==> src/rtl/uart_mmio_responder_pkg.sv <==
`default_nettype none
// ============================================================================
// Module : uart_mmio_responder_pkg -- register map, CON bits, UART frame/FSM types
// Rev    : 1.0
// ============================================================================
package uart_mmio_responder_pkg;

    localparam logic [31:0] c_txd_offset = 32'h0000_0000;
    localparam logic [31:0] c_rxd_offset = 32'h0000_0004;
    localparam logic [31:0] c_con_offset = 32'h0000_0008;

    localparam int c_con_tx_ie     = 0;
    localparam int c_con_rx_ie     = 1;
    localparam int c_con_tx_done   = 2;
    localparam int c_con_rx_ready  = 3;
    localparam int c_con_tx_busy   = 4;
    localparam int c_con_frame_err = 5;
    localparam int c_con_overrun   = 6;

    localparam logic       c_line_idle     = 1'b1;
    localparam logic       c_start_level   = 1'b0;
    localparam logic       c_stop_level    = 1'b1;
    localparam logic [2:0] c_last_data_bit = 3'd7;

    typedef enum logic [1:0] {
        ST_IDLE  = 2'd0,
        ST_START = 2'd1,
        ST_DATA  = 2'd2,
        ST_STOP  = 2'd3
    } uart_state_t;

endpackage
`default_nettype wire

==> src/rtl/uart_mmio_responder_rx_core.sv <==
`default_nettype none
// ============================================================================
// Module : uart_rx_core -- 2-flop synchronizer and 8N1 receive FSM
// Rev    : 1.0
// ============================================================================
module uart_rx_core
    import uart_mmio_responder_pkg::*;
#(
    parameter int BAUD_DIV = 10417
) (
    input  logic       clk,
    input  logic       reset,
    input  logic       uart_rx,
    output logic [7:0] rx_byte,
    output logic       rx_valid,
    output logic       rx_frame_err
);

    localparam int CW = $clog2(BAUD_DIV) + 1;
    localparam logic [CW-1:0] c_bit_last  = CW'(BAUD_DIV - 1);
    localparam logic [CW-1:0] c_half_last = CW'(BAUD_DIV / 2 - 1);
    localparam logic [CW-1:0] c_cnt_one   = CW'(1);

    logic          r_sync1, r_sync2, r_prev;
    uart_state_t   r_state, w_state_n;
    logic [CW-1:0] r_cnt, w_cnt_n;
    logic [2:0]    r_bit, w_bit_n;
    logic [7:0]    r_shift, w_shift_n;
    logic          r_stop_wait, w_stop_wait_n;
    logic          r_valid, w_valid;
    logic          r_ferr, w_ferr;
    logic          w_line;

    assign w_line       = r_sync2;
    assign rx_byte      = r_shift;
    assign rx_valid     = r_valid;
    assign rx_frame_err = r_ferr;

    always_ff @(posedge clk) begin
        if (reset) begin
            r_sync1     <= c_line_idle;
            r_sync2     <= c_line_idle;
            r_prev      <= c_line_idle;
            r_state     <= ST_IDLE;
            r_cnt       <= '0;
            r_bit       <= '0;
            r_shift     <= '0;
            r_stop_wait <= 1'b0;
            r_valid     <= 1'b0;
            r_ferr      <= 1'b0;
        end else begin
            r_sync1     <= uart_rx;
            r_sync2     <= r_sync1;
            r_prev      <= r_sync2;
            r_state     <= w_state_n;
            r_cnt       <= w_cnt_n;
            r_bit       <= w_bit_n;
            r_shift     <= w_shift_n;
            r_stop_wait <= w_stop_wait_n;
            r_valid     <= w_valid;
            r_ferr      <= w_ferr;
        end
    end

    always_comb begin
        w_state_n     = r_state;
        w_cnt_n       = r_cnt;
        w_bit_n       = r_bit;
        w_shift_n     = r_shift;
        w_stop_wait_n = r_stop_wait;
        w_valid       = 1'b0;
        w_ferr        = 1'b0;
        case (r_state)
            ST_IDLE: begin
                w_cnt_n = '0;
                if (r_prev && !w_line) begin
                    w_state_n = ST_START;
                end
            end
            ST_START: begin
                // Mid-start-bit check rejects short low glitches.
                if (r_cnt == c_half_last) begin
                    w_cnt_n   = '0;
                    w_bit_n   = '0;
                    w_state_n = (w_line == c_start_level) ? ST_DATA : ST_IDLE;
                end else begin
                    w_cnt_n = r_cnt + c_cnt_one;
                end
            end
            ST_DATA: begin
                if (r_cnt == c_bit_last) begin
                    w_cnt_n   = '0;
                    w_shift_n = {w_line, r_shift[7:1]};
                    w_bit_n   = r_bit + 3'd1;
                    if (r_bit == c_last_data_bit) begin
                        w_state_n = ST_STOP;
                    end
                end else begin
                    w_cnt_n = r_cnt + c_cnt_one;
                end
            end
            ST_STOP: begin
                // After a bad stop bit, hold here until the line returns high.
                if (r_stop_wait) begin
                    if (w_line == c_line_idle) begin
                        w_stop_wait_n = 1'b0;
                        w_state_n     = ST_IDLE;
                    end
                end else if (r_cnt == c_bit_last) begin
                    w_cnt_n = '0;
                    if (w_line == c_stop_level) begin
                        w_valid   = 1'b1;
                        w_state_n = ST_IDLE;
                    end else begin
                        w_ferr        = 1'b1;
                        w_stop_wait_n = 1'b1;
                    end
                end else begin
                    w_cnt_n = r_cnt + c_cnt_one;
                end
            end
            default: w_state_n = ST_IDLE;
        endcase
    end

endmodule
`default_nettype wire

==> src/rtl/uart_mmio_responder.sv <==
`default_nettype none
// ============================================================================
// Module : uart_mmio_responder -- MMIO UART slave: TXD/RXD/CON registers, TX FSM, irq
// Rev    : 1.0
// ============================================================================
module uart_mmio_responder
    import uart_mmio_responder_pkg::*;
#(
    parameter int          BAUD_DIV  = 10417,
    parameter logic [31:0] BASE_ADDR = 32'h4000_0018
) (
    input  logic        clk,
    input  logic        reset,
    input  logic        mem_rd,
    input  logic        mem_wr,
    input  logic [31:0] addr,
    input  logic [31:0] wdata,
    output logic [31:0] rdata,
    input  logic        uart_rx,
    output logic        uart_tx,
    output logic        irq
);

    localparam int CW = $clog2(BAUD_DIV) + 1;
    localparam logic [CW-1:0] c_bit_last = CW'(BAUD_DIV - 1);
    localparam logic [CW-1:0] c_cnt_one  = CW'(1);
    localparam logic [31:0]   c_txd_addr = BASE_ADDR + c_txd_offset;
    localparam logic [31:0]   c_rxd_addr = BASE_ADDR + c_rxd_offset;
    localparam logic [31:0]   c_con_addr = BASE_ADDR + c_con_offset;

    logic w_sel_txd, w_sel_rxd, w_sel_con;
    logic w_wr_txd, w_wr_con, w_rd_rxd, w_rd_con;

    // Write wins when both strobes are high, so read side effects are gated.
    assign w_sel_txd = (addr == c_txd_addr);
    assign w_sel_rxd = (addr == c_rxd_addr);
    assign w_sel_con = (addr == c_con_addr);
    assign w_wr_txd  = mem_wr & w_sel_txd;
    assign w_wr_con  = mem_wr & w_sel_con;
    assign w_rd_rxd  = mem_rd & ~mem_wr & w_sel_rxd;
    assign w_rd_con  = mem_rd & ~mem_wr & w_sel_con;

    logic [7:0] r_txd, r_rx_data;
    logic       r_tx_ie, r_rx_ie, r_tx_done, r_rx_ready, r_frame_err, r_overrun;
    logic       r_irq;
    logic       w_tx_busy;
    logic [6:0] w_con;

    uart_state_t   r_tx_state, w_tx_state_n;
    logic [CW-1:0] r_tx_cnt, w_tx_cnt_n;
    logic [2:0]    r_tx_bit, w_tx_bit_n;
    logic [7:0]    r_tx_shift, w_tx_shift_n;
    logic          w_tx_load, w_tx_done_set;

    logic [7:0] w_rx_byte;
    logic       w_rx_valid, w_rx_ferr;
    logic       w_unused;

    assign w_unused = ^wdata[31:8];

    uart_rx_core #(
        .BAUD_DIV(BAUD_DIV)
    ) u_rx_core (
        .clk         (clk),
        .reset       (reset),
        .uart_rx     (uart_rx),
        .rx_byte     (w_rx_byte),
        .rx_valid    (w_rx_valid),
        .rx_frame_err(w_rx_ferr)
    );

    assign w_tx_busy = (r_tx_state != ST_IDLE);
    assign w_con     = {r_overrun, r_frame_err, w_tx_busy, r_rx_ready,
                        r_tx_done, r_rx_ie, r_tx_ie};
    assign irq       = r_irq;

    always_comb begin
        rdata = '0;
        if (mem_rd) begin
            if (w_sel_txd) begin
                rdata = {24'd0, r_txd};
            end else if (w_sel_rxd) begin
                rdata = {24'd0, r_rx_data};
            end else if (w_sel_con) begin
                rdata = {25'd0, w_con};
            end
        end
    end

    always_comb begin
        case (r_tx_state)
            ST_START: uart_tx = c_start_level;
            ST_DATA:  uart_tx = r_tx_shift[0];
            default:  uart_tx = c_stop_level;
        endcase
    end

    always_ff @(posedge clk) begin
        if (reset) begin
            r_tx_state <= ST_IDLE;
            r_tx_cnt   <= '0;
            r_tx_bit   <= '0;
            r_tx_shift <= '0;
        end else begin
            r_tx_state <= w_tx_state_n;
            r_tx_cnt   <= w_tx_cnt_n;
            r_tx_bit   <= w_tx_bit_n;
            r_tx_shift <= w_tx_shift_n;
        end
    end

    always_comb begin
        w_tx_state_n  = r_tx_state;
        w_tx_cnt_n    = r_tx_cnt;
        w_tx_bit_n    = r_tx_bit;
        w_tx_shift_n  = r_tx_shift;
        w_tx_load     = 1'b0;
        w_tx_done_set = 1'b0;
        case (r_tx_state)
            ST_IDLE: begin
                w_tx_cnt_n = '0;
                if (w_wr_txd) begin
                    w_tx_load    = 1'b1;
                    w_tx_shift_n = wdata[7:0];
                    w_tx_bit_n   = '0;
                    w_tx_state_n = ST_START;
                end
            end
            ST_START: begin
                if (r_tx_cnt == c_bit_last) begin
                    w_tx_cnt_n   = '0;
                    w_tx_state_n = ST_DATA;
                end else begin
                    w_tx_cnt_n = r_tx_cnt + c_cnt_one;
                end
            end
            ST_DATA: begin
                if (r_tx_cnt == c_bit_last) begin
                    w_tx_cnt_n   = '0;
                    w_tx_shift_n = {1'b0, r_tx_shift[7:1]};
                    w_tx_bit_n   = r_tx_bit + 3'd1;
                    if (r_tx_bit == c_last_data_bit) begin
                        w_tx_state_n = ST_STOP;
                    end
                end else begin
                    w_tx_cnt_n = r_tx_cnt + c_cnt_one;
                end
            end
            ST_STOP: begin
                if (r_tx_cnt == c_bit_last) begin
                    w_tx_cnt_n    = '0;
                    w_tx_done_set = 1'b1;
                    w_tx_state_n  = ST_IDLE;
                end else begin
                    w_tx_cnt_n = r_tx_cnt + c_cnt_one;
                end
            end
            default: w_tx_state_n = ST_IDLE;
        endcase
    end

    // Status flags: a set event in the same cycle as a clearing read wins.
    always_ff @(posedge clk) begin
        if (reset) begin
            r_txd       <= '0;
            r_rx_data   <= '0;
            r_tx_ie     <= 1'b0;
            r_rx_ie     <= 1'b0;
            r_tx_done   <= 1'b0;
            r_rx_ready  <= 1'b0;
            r_frame_err <= 1'b0;
            r_overrun   <= 1'b0;
            r_irq       <= 1'b0;
        end else begin
            if (w_tx_load) begin
                r_txd <= wdata[7:0];
            end
            if (w_wr_con) begin
                r_tx_ie <= wdata[c_con_tx_ie];
                r_rx_ie <= wdata[c_con_rx_ie];
            end
            if (w_rx_valid) begin
                r_rx_data <= w_rx_byte;
            end

            if (w_tx_done_set) begin
                r_tx_done <= 1'b1;
            end else if (w_rd_con) begin
                r_tx_done <= 1'b0;
            end

            if (w_rx_valid) begin
                r_rx_ready <= 1'b1;
            end else if (w_rd_rxd) begin
                r_rx_ready <= 1'b0;
            end

            if (w_rx_valid && r_rx_ready) begin
                r_overrun <= 1'b1;
            end else if (w_rd_rxd) begin
                r_overrun <= 1'b0;
            end

            if (w_rx_ferr) begin
                r_frame_err <= 1'b1;
            end else if (w_rd_con) begin
                r_frame_err <= 1'b0;
            end

            r_irq <= (r_tx_ie & r_tx_done) | (r_rx_ie & r_rx_ready);
        end
    end

endmodule
`default_nettype wire

==> config.mk <==
export PLATFORM = sky130hd
export DESIGN_NAME = uart_mmio_responder
export DESIGN_NICKNAME = d
export VERILOG_FILES = /design/src/rtl/uart_mmio_responder_pkg.sv /design/src/rtl/uart_mmio_responder_rx_core.sv /design/src/rtl/uart_mmio_responder.sv
export SDC_FILE = /design/constraint.sdc
export NUM_CORES = 1
export LEC_CHECK = 0
export CAP_MARGIN = 20
export CORE_UTILIZATION = 25
export CTS_CLUSTER_SIZE = 40
export DETAILED_ROUTE_END_ITERATION = 7
export SYNTH_ARGS = -nofsm -noshare
export SYNTH_HDL_FRONTEND = slang
export SYNTH_SLANG_ARGS = --single-unit
export TNS_END_PERCENT = 5
==> constraint.sdc <==
create_clock -name clk -period 5 [get_ports clk]
set_input_delay 0.5 -clock clk [delete_from_list [all_inputs] [get_ports clk]]
set_output_delay 0.5 -clock clk [all_outputs]
set_load 0.1 [all_outputs]
==> impl_metrics.prom <==
# TYPE chip_impl_metric gauge
chip_impl_metric{name="synthArstFlopShare",unit=""} 0
chip_impl_metric{name="place.detailed.hpwl",unit="mm"} 6.59
chip_impl_metric{name="p_seq_frac",unit=""} 0.437
chip_impl_info{name="timing.hold.worst_endpoint",value="u_rx_core.r_sync2$_SDFF_PP1_"} 1
chip_impl_metric{name="grt_pass1_vias",unit=""} 3232
chip_impl_metric{name="synth.cell_area",unit="um^2"} 4250
chip_impl_info{name="status",value="finished, final reports clean"} 1
chip_impl_metric{name="drt-total-wl",unit="mm"} 9.37
chip_impl_metric{name="power.switching_fraction",unit=""} 0.307
chip_impl_info{name="reg2reg_from",value="u_rx_core.r_cnt[0]$_SDFFE_PP0P_"} 1
chip_impl_metric{name="dp_cells",unit=""} 734
chip_impl_info{name="rsz0062_at_grt",value="false"} 1
chip_impl_metric{name="start_util",unit=""} 0.256
chip_impl_metric{name="core_area",unit="um^2"} 16600
chip_impl_metric{name="avgViaCountPerCell",unit=""} 4.63
chip_impl_metric{name="grt_pass1_wl",unit="mm"} 15.6
chip_impl_metric{name="placement.setup.worst_slack",unit="ns"} 1.46
chip_impl_metric{name="hold_buffers",unit=""} 0
chip_impl_metric{name="area_delta_synth_final",unit="%"} 21.7
chip_impl_metric{name="synth_enable_flop_cells",unit=""} 0
chip_impl_metric{name="final.setup.tns",unit="ns"} 0
chip_impl_metric{name="clk_path_buf_depth",unit=""} 2
chip_impl_metric{name="hold_path_depth",unit=""} 1
chip_impl_metric{name="finalHoldViolCount",unit=""} 0
chip_impl_metric{name="routability_congestion_estimate",unit=""} 0.832
chip_impl_info{name="worstSetupStartpoint",value="addr[2]"} 1
chip_impl_metric{name="power_frac_clock",unit=""} 0.395
chip_impl_metric{name="boundaryPins",unit=""} 103
chip_impl_metric{name="slew-limit-headroom",unit=""} 0.329
chip_impl_info{name="dominantRegCellSynth",value="dfxtp_1"} 1
chip_impl_metric{name="drv_slew",unit=""} 0
chip_impl_metric{name="numCtsBuffers",unit=""} 9
chip_impl_metric{name="die_width",unit="um"} 132
chip_impl_metric{name="instances_no_fill",unit=""} 751
chip_impl_metric{name="worstRegToRegCells",unit=""} 7
chip_impl_metric{name="proportion_of_layout_cells_with_a_drive_suffix_above_1",unit=""} 0.0753
chip_impl_metric{name="design.die.area",unit="um^2"} 17500
chip_impl_metric{name="ys_types",unit=""} 52
chip_impl_metric{name="cellPowerDensity",unit="nW/um^2"} 316
chip_impl_metric{name="avg_wl_per_cell",unit="um"} 12.5
chip_impl_metric{name="antenna_cells_inserted",unit=""} 0
chip_impl_metric{name="dieHeight",unit="um"} 132
chip_impl_metric{name="r2r_setup_slack",unit="ns"} 2.20
chip_impl_info{name="cp-end-kind",value="output pin"} 1
chip_impl_info{name="clock_tree.root_cell",value="clkbuf_16"} 1
chip_impl_metric{name="vias",unit=""} 3474
chip_impl_info{name="path_class",value="in -> out"} 1
chip_impl_metric{name="ys_seq_area_frac",unit=""} 0.400
chip_impl_metric{name="yosysWarningCount",unit=""} 0
chip_impl_metric{name="placement_rows",unit=""} 47
chip_impl_metric{name="post_cts_buffers",unit=""} 0
chip_impl_metric{name="ctsHtreeMaxLevel",unit=""} 3
chip_impl_metric{name="synthesis.instances",unit=""} 480
chip_impl_metric{name="synth_seq_cells",unit=""} 85
chip_impl_metric{name="antenna_violating_nets_post_route",unit=""} 0
chip_impl_metric{name="grt_overflow",unit=""} 0
chip_impl_metric{name="worstMarginPinSlew",unit="ns"} 0.998
chip_impl_metric{name="maximum_fanout_along_the_worst_path",unit=""} 10
chip_impl_metric{name="clkSlewWorstSetupHoldPaths",unit="ns"} 0.06
chip_impl_metric{name="intPower",unit="W"} 0.00113
chip_impl_metric{name="grt_antenna_before_repair",unit=""} 0
chip_impl_info{name="tritoncts",value="built"} 1
chip_impl_metric{name="post_cts.resized_instances",unit=""} 0
chip_impl_metric{name="worstPathRequired",unit="ns"} 4.50
chip_impl_metric{name="finalSetupViolCount",unit=""} 0
chip_impl_metric{name="layout_worst_path_cycle_share",unit=""} 0.693
chip_impl_metric{name="drt-pass1-iter-count",unit=""} 4
chip_impl_metric{name="track_usage",unit=""} 0.109
chip_impl_metric{name="worst_ir_drop_vdd",unit="mV"} 0.174
chip_impl_metric{name="drt-initial-drc-count",unit=""} 214
chip_impl_metric{name="finalWorstSetupSlack",unit="ns"} 1.53
chip_impl_metric{name="leakagePower",unit="nW"} 1.73
chip_impl_metric{name="clock-skew-final",unit="ns"} 0.0114
chip_impl_metric{name="cts_sinks",unit=""} 85
chip_impl_metric{name="combPwrFrac",unit=""} 0.169
chip_impl_metric{name="number_of_buffer_cells_added_on_primary_ports",unit=""} 54
chip_impl_metric{name="detailed_place.area",unit="um^2"} 4860
chip_impl_metric{name="synth.avg_cell_area",unit="um^2"} 8.86
chip_impl_metric{name="insertion_delay",unit="ns"} 0.34
chip_impl_metric{name="final_design_area_no_fill",unit="um^2"} 5170
chip_impl_metric{name="largest_net_degree_at_the_start_of_global_routing",unit=""} 60
chip_impl_metric{name="crit_arrival",unit="ns"} 2.97
chip_impl_info{name="worst_hold_startpoint",value="u_rx_core.r_sync1$_SDFF_PP1_"} 1
chip_impl_metric{name="max_freq",unit="MHz"} 288
chip_impl_metric{name="timing.final.crit_period",unit="ns"} 3.47
chip_impl_metric{name="total_switching_power",unit="W"} 0.000502
chip_impl_info{name="holdCritPathClass",value="reg -> reg"} 1
chip_impl_info{name="critical_path.reg2reg.endpoint",value="u_rx_core.r_cnt[12]$_SDFFE_PP0P_"} 1
chip_impl_info{name="start_kind",value="primary input"} 1
chip_impl_metric{name="cap_viol_max_count",unit=""} 0
chip_impl_metric{name="drc_errors_left",unit=""} 0
chip_impl_metric{name="fin_nets",unit=""} 607
==> cells in the final DEF (no fill, tap or decap), types with 15 or more instances in the layout <==
master / netlist / layout
inv_1: 18 / 18
clkdlybuf4s50_1: 0 / 45
xnor2_1: 15 / 15
mux2i_1: 34 / 34
a21oi_1: 34 / 34
nand2_1: 40 / 40
conb_1: 1 / 24
dfxtp_1: 85 / 85
nor2_1: 53 / 53
==> worst max-delay path by stage <==
stage	slack [ns]	end
final	1.53	rdata[4]
after global routing	1.28	rdata[3]
after CTS	1.46	rdata[5]
after detailed placement	1.46	rdata[5]
after global placement	1.48	rdata[5]
after floorplan	0.73	rdata[7]
==> area by class of cell <==
type                       instances  area [um^2]
clock buffer                       9          225
clock inverter                     7         63.8
fill                            1729        11400
inverter                          18         67.6
multi-input combinational        355         2290
sequential                        85         1700
tap                              220          275
timing repair buffer              57          551
==> metal layers <==
metal / track usage / wire, um / vias to the layer above
met2: 0.182 / 4420 / 108
met1: 0.133 / 4300 / 1619
met3: 0.0395 / 598 / 6
met5: 0 / 0 / -
met4: 0.0236 / 52 / 0
li1: - / - / 1741
==> metrics by stage <==
| step | hold slack [ns] | total power (W) | utilization |
|---|---|---|---|
| 2_1_floorplan | 0.389 | 0.000956 | - |
| 3_3_place_gp | 0.395 | 0.000995 | 0.293 |
| 3_5_place_dp | 0.396 | 0.00100 | 0.293 |
| 4_1_cts | 0.407 | 0.00165 | 0.311 |
| 5_1_grt | 0.430 | 0.00171 | 0.312 |
| 6_report | 0.405 | 0.00163 | 0.312 |
==> logic make-up (layout without fill, tap and decap cells) <==
logic type | after synthesis | in the layout | synth area share
multiplexers | 35 | 35 | 0.0836
AO/OA/AOI/OAI | 76 | 76 | 0.120
AND/OR/NAND/NOR | 183 | 183 | 0.227
XOR/XNOR | 25 | 25 | 0.0515
adder cells (fa/ha/maj) | 12 | 12 | 0.0353
other | 1 | 24 | 0.000882
flip-flops | 85 | 85 | 0.400
buffers and inverters | 63 | 91 | 0.0818
==> synthesized netlist by cell type, drive strengths merged, types with 3 or more instances <==
cell | n | area [um^2]
a21oi | 34 | 170
a311oi | 10 | 106
and2 | 8 | 50.1
and3 | 8 | 50.1
and4 | 4 | 35.0
buf | 30 | 224
clkbuf | 15 | 56.3
dfxtp | 85 | 1700
ha | 12 | 150
inv | 18 | 67.6
mux2i | 34 | 340
nand2 | 40 | 150
nand2b | 5 | 31.3
nand3 | 12 | 60.1
nand4 | 12 | 75.1
nand4b | 5 | 43.8
nor2 | 53 | 199
nor3 | 10 | 50.1
nor3b | 3 | 22.5
nor4 | 10 | 92.6
o21ai | 13 | 65.1
o2bb2ai | 6 | 52.6
or2 | 3 | 18.8
or3 | 3 | 18.8
xnor2 | 15 | 131
xor2 | 10 | 87.6
==> critical path, cell delays in order <==
cell and delay [ns]:
clkdlybuf4s50_1 0.74, nand4b_1 0.54, or3_1 0.55, o22ai_1 0.17
and2_1 0.16, buf_4 0.29
==> sequential cells by signal, indices dropped and copies added (netlist names), 2 cells and up, named ones only <==
signal / count
r_tx_cnt: 15
u_rx_core.r_cnt: 15
r_rx_data: 8
r_tx_shift: 8
r_txd: 8
u_rx_core.rx_byte: 8
r_tx_bit: 3
u_rx_core.r_bit: 3
r_tx_state: 2
==> power groups by stage <==
stage	Clock [W]	Combinational (W)	Sequential [W]
final	0.000645	0.000275	0.000713
after global routing	0.000693	0.000298	0.000716
after CTS	0.000663	0.000274	0.000713
after detailed placement	0	0.000273	0.000728
after global placement	0	0.000268	0.000727
after floorplan	0	0.000232	0.000724
No activity file was read; power rests on OpenSTA's default activity.
